### config.mk
export PLATFORM = sky130hd
export DESIGN_NAME = uart_tx_queue_flat
export DESIGN_NICKNAME = d
export VERILOG_FILES = /design/src/rtl/uart_pkg.sv /design/src/rtl/uart_tx_queue_if.sv /design/src/rtl/byte_fifo.sv /design/src/rtl/uart_tx_queue.sv /design/src/flat_wrapper.sv
export SDC_FILE = /design/constraint.sdc
export NUM_CORES = 1
export LEC_CHECK = 0
export ABC_AREA = 0
export CELL_PAD_IN_SITES_DETAIL_PLACEMENT = 0
export CELL_PAD_IN_SITES_GLOBAL_PLACEMENT = 1
export CORE_ASPECT_RATIO = 0.5
export CORE_MARGIN = 2
export CORE_UTILIZATION = 44
export DETAILED_ROUTE_END_ITERATION = 6
export PLACE_DENSITY = 0.83
export SLEW_MARGIN = 20
export SYNTH_ARGS = -nofsm -noshare
export SYNTH_HDL_FRONTEND = slang
export SYNTH_SLANG_ARGS = --single-unit
### constraint.sdc
create_clock -name hz100 -period 2.05 [get_ports hz100]
set_input_delay 0.41 -clock hz100 [delete_from_list [all_inputs] [get_ports hz100]]
set_output_delay 0.41 -clock hz100 [all_outputs]
set_load 0.005 [all_outputs]
### src/rtl/uart_pkg.sv
// Shared UART types and default sizing for the transmit and receive queues.
package uart_pkg;

    typedef enum logic [1:0] {TX_IDLE, TX_STROBE, TX_GUARD} tx_state_t;

    typedef logic [7:0] uart_byte_t;

    localparam int UART_DEPTH     = 8;
    localparam int UART_GUARD_MAX = 4;

endpackage

### src/rtl/uart_tx_queue_if.sv
// Application-side push port plus the txdata/txclk/txready UART handshake.
interface uart_tx_queue_if
    import uart_pkg::*;
#(
    parameter int DEPTH = UART_DEPTH
);
    logic                     wr_en;
    uart_byte_t               wr_data;
    logic                     full;
    logic                     empty;
    logic [$clog2(DEPTH):0]   count;
    logic                     overflow;
    uart_byte_t               txdata;
    logic                     txclk;
    logic                     txready;

    // master is the surrounding environment: the byte producer and the UART.
    modport master (
        output wr_en, wr_data, txready,
        input  full, empty, count, overflow, txdata, txclk
    );

    modport slave (
        input  wr_en, wr_data, txready,
        output full, empty, count, overflow, txdata, txclk
    );
endinterface

### src/rtl/byte_fifo.sv
// Byte FIFO with occupancy count, registered full/empty and sticky overflow.
module byte_fifo
    import uart_pkg::*;
#(
    parameter int DEPTH = UART_DEPTH
) (
    input  logic                   clk,
    input  logic                   rst,
    input  logic                   wr_en,
    input  uart_byte_t             wr_data,
    input  logic                   rd_en,
    output uart_byte_t             rd_data,
    output logic                   full,
    output logic                   empty,
    output logic [$clog2(DEPTH):0] count,
    output logic                   overflow
);
    localparam int AW = $clog2(DEPTH);

    uart_byte_t      mem [DEPTH];
    logic [AW-1:0]   wr_ptr;
    logic [AW-1:0]   rd_ptr;
    logic [AW:0]     count_next;
    logic            push;
    logic            pop;

    // full is the registered value, so a pop in the same cycle cannot admit a push.
    assign push    = wr_en && !full;
    assign pop     = rd_en && !empty;
    assign rd_data = mem[rd_ptr];

    always_comb begin
        count_next = count;
        if (push && !pop)
            count_next = count + (AW+1)'(1);
        else if (!push && pop)
            count_next = count - (AW+1)'(1);
    end

    always_ff @(posedge clk) begin
        if (push)
            mem[wr_ptr] <= wr_data;
    end

    always_ff @(posedge clk) begin
        if (rst) begin
            wr_ptr   <= '0;
            rd_ptr   <= '0;
            count    <= '0;
            full     <= 1'b0;
            empty    <= 1'b1;
            overflow <= 1'b0;
        end else begin
            if (push)
                wr_ptr <= wr_ptr + AW'(1);
            if (pop)
                rd_ptr <= rd_ptr + AW'(1);
            count <= count_next;
            full  <= (count_next == (AW+1)'(DEPTH));
            empty <= (count_next == '0);
            if (wr_en && full)
                overflow <= 1'b1;
        end
    end
endmodule

### src/rtl/uart_tx_queue.sv
// Queues application bytes and strobes them one at a time into the UART.
module uart_tx_queue
    import uart_pkg::*;
#(
    parameter int DEPTH     = UART_DEPTH,
    parameter int GUARD_MAX = UART_GUARD_MAX
) (
    input  logic            hz100,
    input  logic            reset,
    uart_tx_queue_if.slave  bus
);
    localparam int GW = (GUARD_MAX > 1) ? $clog2(GUARD_MAX) : 1;

    tx_state_t      state;
    logic [GW-1:0]  guard;
    uart_byte_t     head;
    logic           pop;

    assign pop = (state == TX_IDLE) && !bus.empty && bus.txready;

    byte_fifo #(
        .DEPTH (DEPTH)
    ) u_fifo (
        .clk      (hz100),
        .rst      (reset),
        .wr_en    (bus.wr_en),
        .wr_data  (bus.wr_data),
        .rd_en    (pop),
        .rd_data  (head),
        .full     (bus.full),
        .empty    (bus.empty),
        .count    (bus.count),
        .overflow (bus.overflow)
    );

    // The guard state waits for txready to drop so the UART sees each byte once.
    always_ff @(posedge hz100) begin
        if (reset) begin
            state      <= TX_IDLE;
            guard      <= '0;
            bus.txdata <= '0;
            bus.txclk  <= 1'b0;
        end else begin
            case (state)
                TX_IDLE: begin
                    if (pop) begin
                        bus.txdata <= head;
                        bus.txclk  <= 1'b1;
                        state      <= TX_STROBE;
                    end
                end
                TX_STROBE: begin
                    bus.txclk <= 1'b0;
                    guard     <= '0;
                    state     <= TX_GUARD;
                end
                TX_GUARD: begin
                    if (!bus.txready || guard == GW'(GUARD_MAX - 1))
                        state <= TX_IDLE;
                    else
                        guard <= guard + GW'(1);
                end
                default: state <= TX_IDLE;
            endcase
        end
    end
endmodule

### src/flat_wrapper.sv
// flat-port wrapper written by rule: the top's interface ports become plain ports
module uart_tx_queue_flat import uart_pkg::*;
#(
    parameter int DEPTH     = UART_DEPTH,
    parameter int GUARD_MAX = UART_GUARD_MAX
)
  (hz100, reset, bus_wr_en, bus_wr_data, bus_txready, bus_full, bus_empty, bus_count, bus_overflow, bus_txdata, bus_txclk);
  uart_tx_queue_if #(.DEPTH(DEPTH)) bus_i ();
  input  logic hz100;
  input  logic reset;
  input wire logic [$bits(bus_i.wr_en)-1:0] bus_wr_en;
  input wire logic [$bits(bus_i.wr_data)-1:0] bus_wr_data;
  input wire logic [$bits(bus_i.txready)-1:0] bus_txready;
  output wire logic [$bits(bus_i.full)-1:0] bus_full;
  output wire logic [$bits(bus_i.empty)-1:0] bus_empty;
  output wire logic [$bits(bus_i.count)-1:0] bus_count;
  output wire logic [$bits(bus_i.overflow)-1:0] bus_overflow;
  output wire logic [$bits(bus_i.txdata)-1:0] bus_txdata;
  output wire logic [$bits(bus_i.txclk)-1:0] bus_txclk;
  assign bus_i.wr_en = bus_wr_en;
  assign bus_i.wr_data = bus_wr_data;
  assign bus_i.txready = bus_txready;
  assign bus_full = bus_i.full;
  assign bus_empty = bus_i.empty;
  assign bus_count = bus_i.count;
  assign bus_overflow = bus_i.overflow;
  assign bus_txdata = bus_i.txdata;
  assign bus_txclk = bus_i.txclk;
  uart_tx_queue #(.DEPTH(DEPTH), .GUARD_MAX(GUARD_MAX)) u_core (.hz100(hz100), .reset(reset), .bus(bus_i));
endmodule
==> results.sh <==
export IMPL_min_path_type="reg2reg"
export IMPL_gp_congestion=0.788
export IMPL_root_buffer="clkbuf_16"
export IMPL_cap_violations=0
export IMPL_ctsHoldBuffers=0
export IMPL_setup_slack_ns=0.167
export IMPL_tightest_slew_ns=0.623
export IMPL_place_hpwl_mm=4.29
export IMPL_rsz0062_at_grt="no"
export IMPL_clock_fmax_ghz=0.531
export IMPL_yosysSeqAreaShare=0.680
export IMPL_dieArea_um2=8950
export IMPL_status="finished clean"
export IMPL_drive_above_1_share=0.218
export IMPL_h_tree_depth=3
export IMPL_rows=23
export IMPL_peakVddDrop_mv=0.431
export IMPL_die_x_um=132
export IMPL_place_area_um2=4110
export IMPL_fin_setup_tns_ns=0
export IMPL_firstDrtPassIters=5
export IMPL_fin_util=0.552
export IMPL_start_util=0.451
export IMPL_drc=0
export IMPL_via_per_inst=5.10
export IMPL_synth_seq_cells=90
export IMPL_fin_area_um2=4400
export IMPL_finalCriticalPeriod_ns=1.88
export IMPL_critical_path_class="in2reg"
export IMPL_grt_max_degree=20
export IMPL_cts_setup_buffers=0
export IMPL_powerDensity_nw_per_um2=1080
export IMPL_critical_path_peak_fanout=3
export IMPL_synth_main_ff_cell="edfxtp_1"
export IMPL_dp_cells=376
export IMPL_synth_area_leaders="edfxtp_1 53%, dfxtp_1 14%, mux4_2 10%, nor2_1 2.8%, mux2i_1 2.5%"
export IMPL_cts_resized=0
export IMPL_synth_edf_count=64
export IMPL_io_pin_count=28
export IMPL_end_kind="flop"
export IMPL_grt_total_usage=0.156
export IMPL_numCtsBuffers=9
export IMPL_clk_latency_ns=0.34
export IMPL_synth_top_cell_area_share=0.535
export IMPL_fillerInstances=624
export IMPL_antenna_found_initial=0
export IMPL_die_h_um=67.9
export IMPL_ys_types=39
export IMPL_critPathLaunchType="input port"
export IMPL_ys_warn_count=0
export IMPL_slew_violations=0
export IMPL_post_place_ws_ns=-0.177
export IMPL_drt_iter0_markers=132
export IMPL_async_flop_share=0
export IMPL_p_leak_nw=1.46
export IMPL_core_area_um2=7970
export IMPL_nets=292
export IMPL_final_cell_mix="64 x edfxtp_1, 27 x nor2_1, 27 x clkdlybuf4s50_1"
export IMPL_cts_tree="built"
export IMPL_synth_area_um2=3590
export IMPL_area_growth_pct=22.4
export IMPL_syn_inst=229
export IMPL_globalRouteOverflowTotal=0
export IMPL_n_antenna_cell=0
export IMPL_fin_crit_sh=0.919
export IMPL_routedWlPerCell_um=16.3
export IMPL_via_count=2000
export IMPL_cts_sinks=90
export IMPL_grt_pass1_wl_mm=10.2
export IMPL_fin_skew_ns=0.00677
export IMPL_routed_wl_mm=6.40
export IMPL_cts_buffer_depth=2
export IMPL_hold_viol=0
export IMPL_final_common_cell="edfxtp_1"
export IMPL_final_cells=392
export IMPL_drtAntennaViolNets=0
export IMPL_relSlewSlack=0.584
export IMPL_mappedNetlistNets=246
export IMPL_avgSynthCellArea_um2=15.7
export IMPL_io_buffer_count=27
export IMPL_clk_pin_slew_ns=0.06
export IMPL_yosys_area_top_type="edfxtp_1"
export IMPL_required_ns=2.28
export IMPL_cp_arrival_ns=2.12
export IMPL_grt_pass1_vias=1981
export IMPL_finalSetupViolations=0
==> power breakdown <==
part           switching (mW)  total (mW)  internal [mW]  leakage (nW)
Combinational           0.425       0.974          0.548         0.533
Sequential              0.119        2.21           2.09         0.794
Clock                   0.696        1.55          0.849         0.138
==> cell type report <==
type                            instances  area, um2  share of cell area
Sequential cell                        90       2440               0.555
Multi-Input combinational cell        123       1080               0.246
Clock buffer                           10        229              0.0520
Timing Repair Buffer                   47        433              0.0984
Inverter                                4       15.0             0.00341
Tap cell                              112        140              0.0319
Clock inverter                          6       56.3              0.0128
==> worst paths after layout <==
kind | start | end | slack, ns | cells after the start
setup / recovery | bus_txready | u_core.u_fifo.full | 0.17 | 6
setup reg to reg | u_core.state[1] | u_core.u_fifo.full | 0.23 | 5
hold reg to reg | u_core.u_fifo.overflow | u_core.u_fifo.overflow | 0.47 | 2
hold / removal | u_core.u_fifo.overflow | u_core.u_fifo.overflow | 0.47 | 2
==> registers in the layout (all words and copies together) (netlist names) <==
| signal | cells |
|---|---|
| u_core.u_fifo.mem | 64 |
| u_core.bus.txdata | 8 |
| u_core.u_fifo.count | 4 |
| u_core.u_fifo.rd_ptr | 3 |
| u_core.u_fifo.wr_ptr | 3 |
| u_core.guard | 2 |
| u_core.state | 2 |
| u_core.bus.txclk | 1 |
| u_core.u_fifo.empty | 1 |
| u_core.u_fifo.full | 1 |
| u_core.u_fifo.overflow | 1 |
==> cell families after synthesis <==
logic type	after synthesis	synth area share
compound gates	24	0.0467
xor+xnor	6	0.0146
fa+ha+maj	5	0.0174
buf+inv	16	0.0212
flops	90	0.680
mux	28	0.137
simple gates	60	0.0836
==> routing by layer <==
metal / share of wire / up-vias / global-route usage / wire (um)
met5: 0 / - / 0 / 0
met4: 0.015 / 0 / 0.0557 / 94
met3: 0.049 / 8 / 0.0600 / 312
met2: 0.48 / 42 / 0.271 / 3080
met1: 0.46 / 984 / 0.183 / 2920
li1: - / 966 / - / -
==> metrics by stage <==
stage          hold slack, ns  power (mW)
3_5_place_dp            0.466        3.24
6_report                0.474        4.73
3_3_place_gp            0.453        3.21
4_1_cts                 0.480        4.79
2_1_floorplan           0.460        2.83
5_1_grt                 0.520        4.95
==> critical path, cell delays in order <==
cell and delay [ns]:
clkdlybuf4s50_1 0.50, or4b_4 0.51, nand2_2 0.10, o22ai_1 0.11
mux2_4 0.33, and3_1 0.16
==> Yosys cell counts (3+ instances only) <==
cell	n
edfxtp_1	64
nor2_1	27
dfxtp_1	26
mux4_2	16
a211oi_1	10
nand2_1	10
mux2i_1	9
a21oi_1	5
clkbuf_1	5
ha_1	5
buf_2	4
inv_1	4
nand2b_1	4
nor2b_1	4
nor3_1	4
xnor2_1	3
xor2_1	3
(Power assumes the default switching activity.)
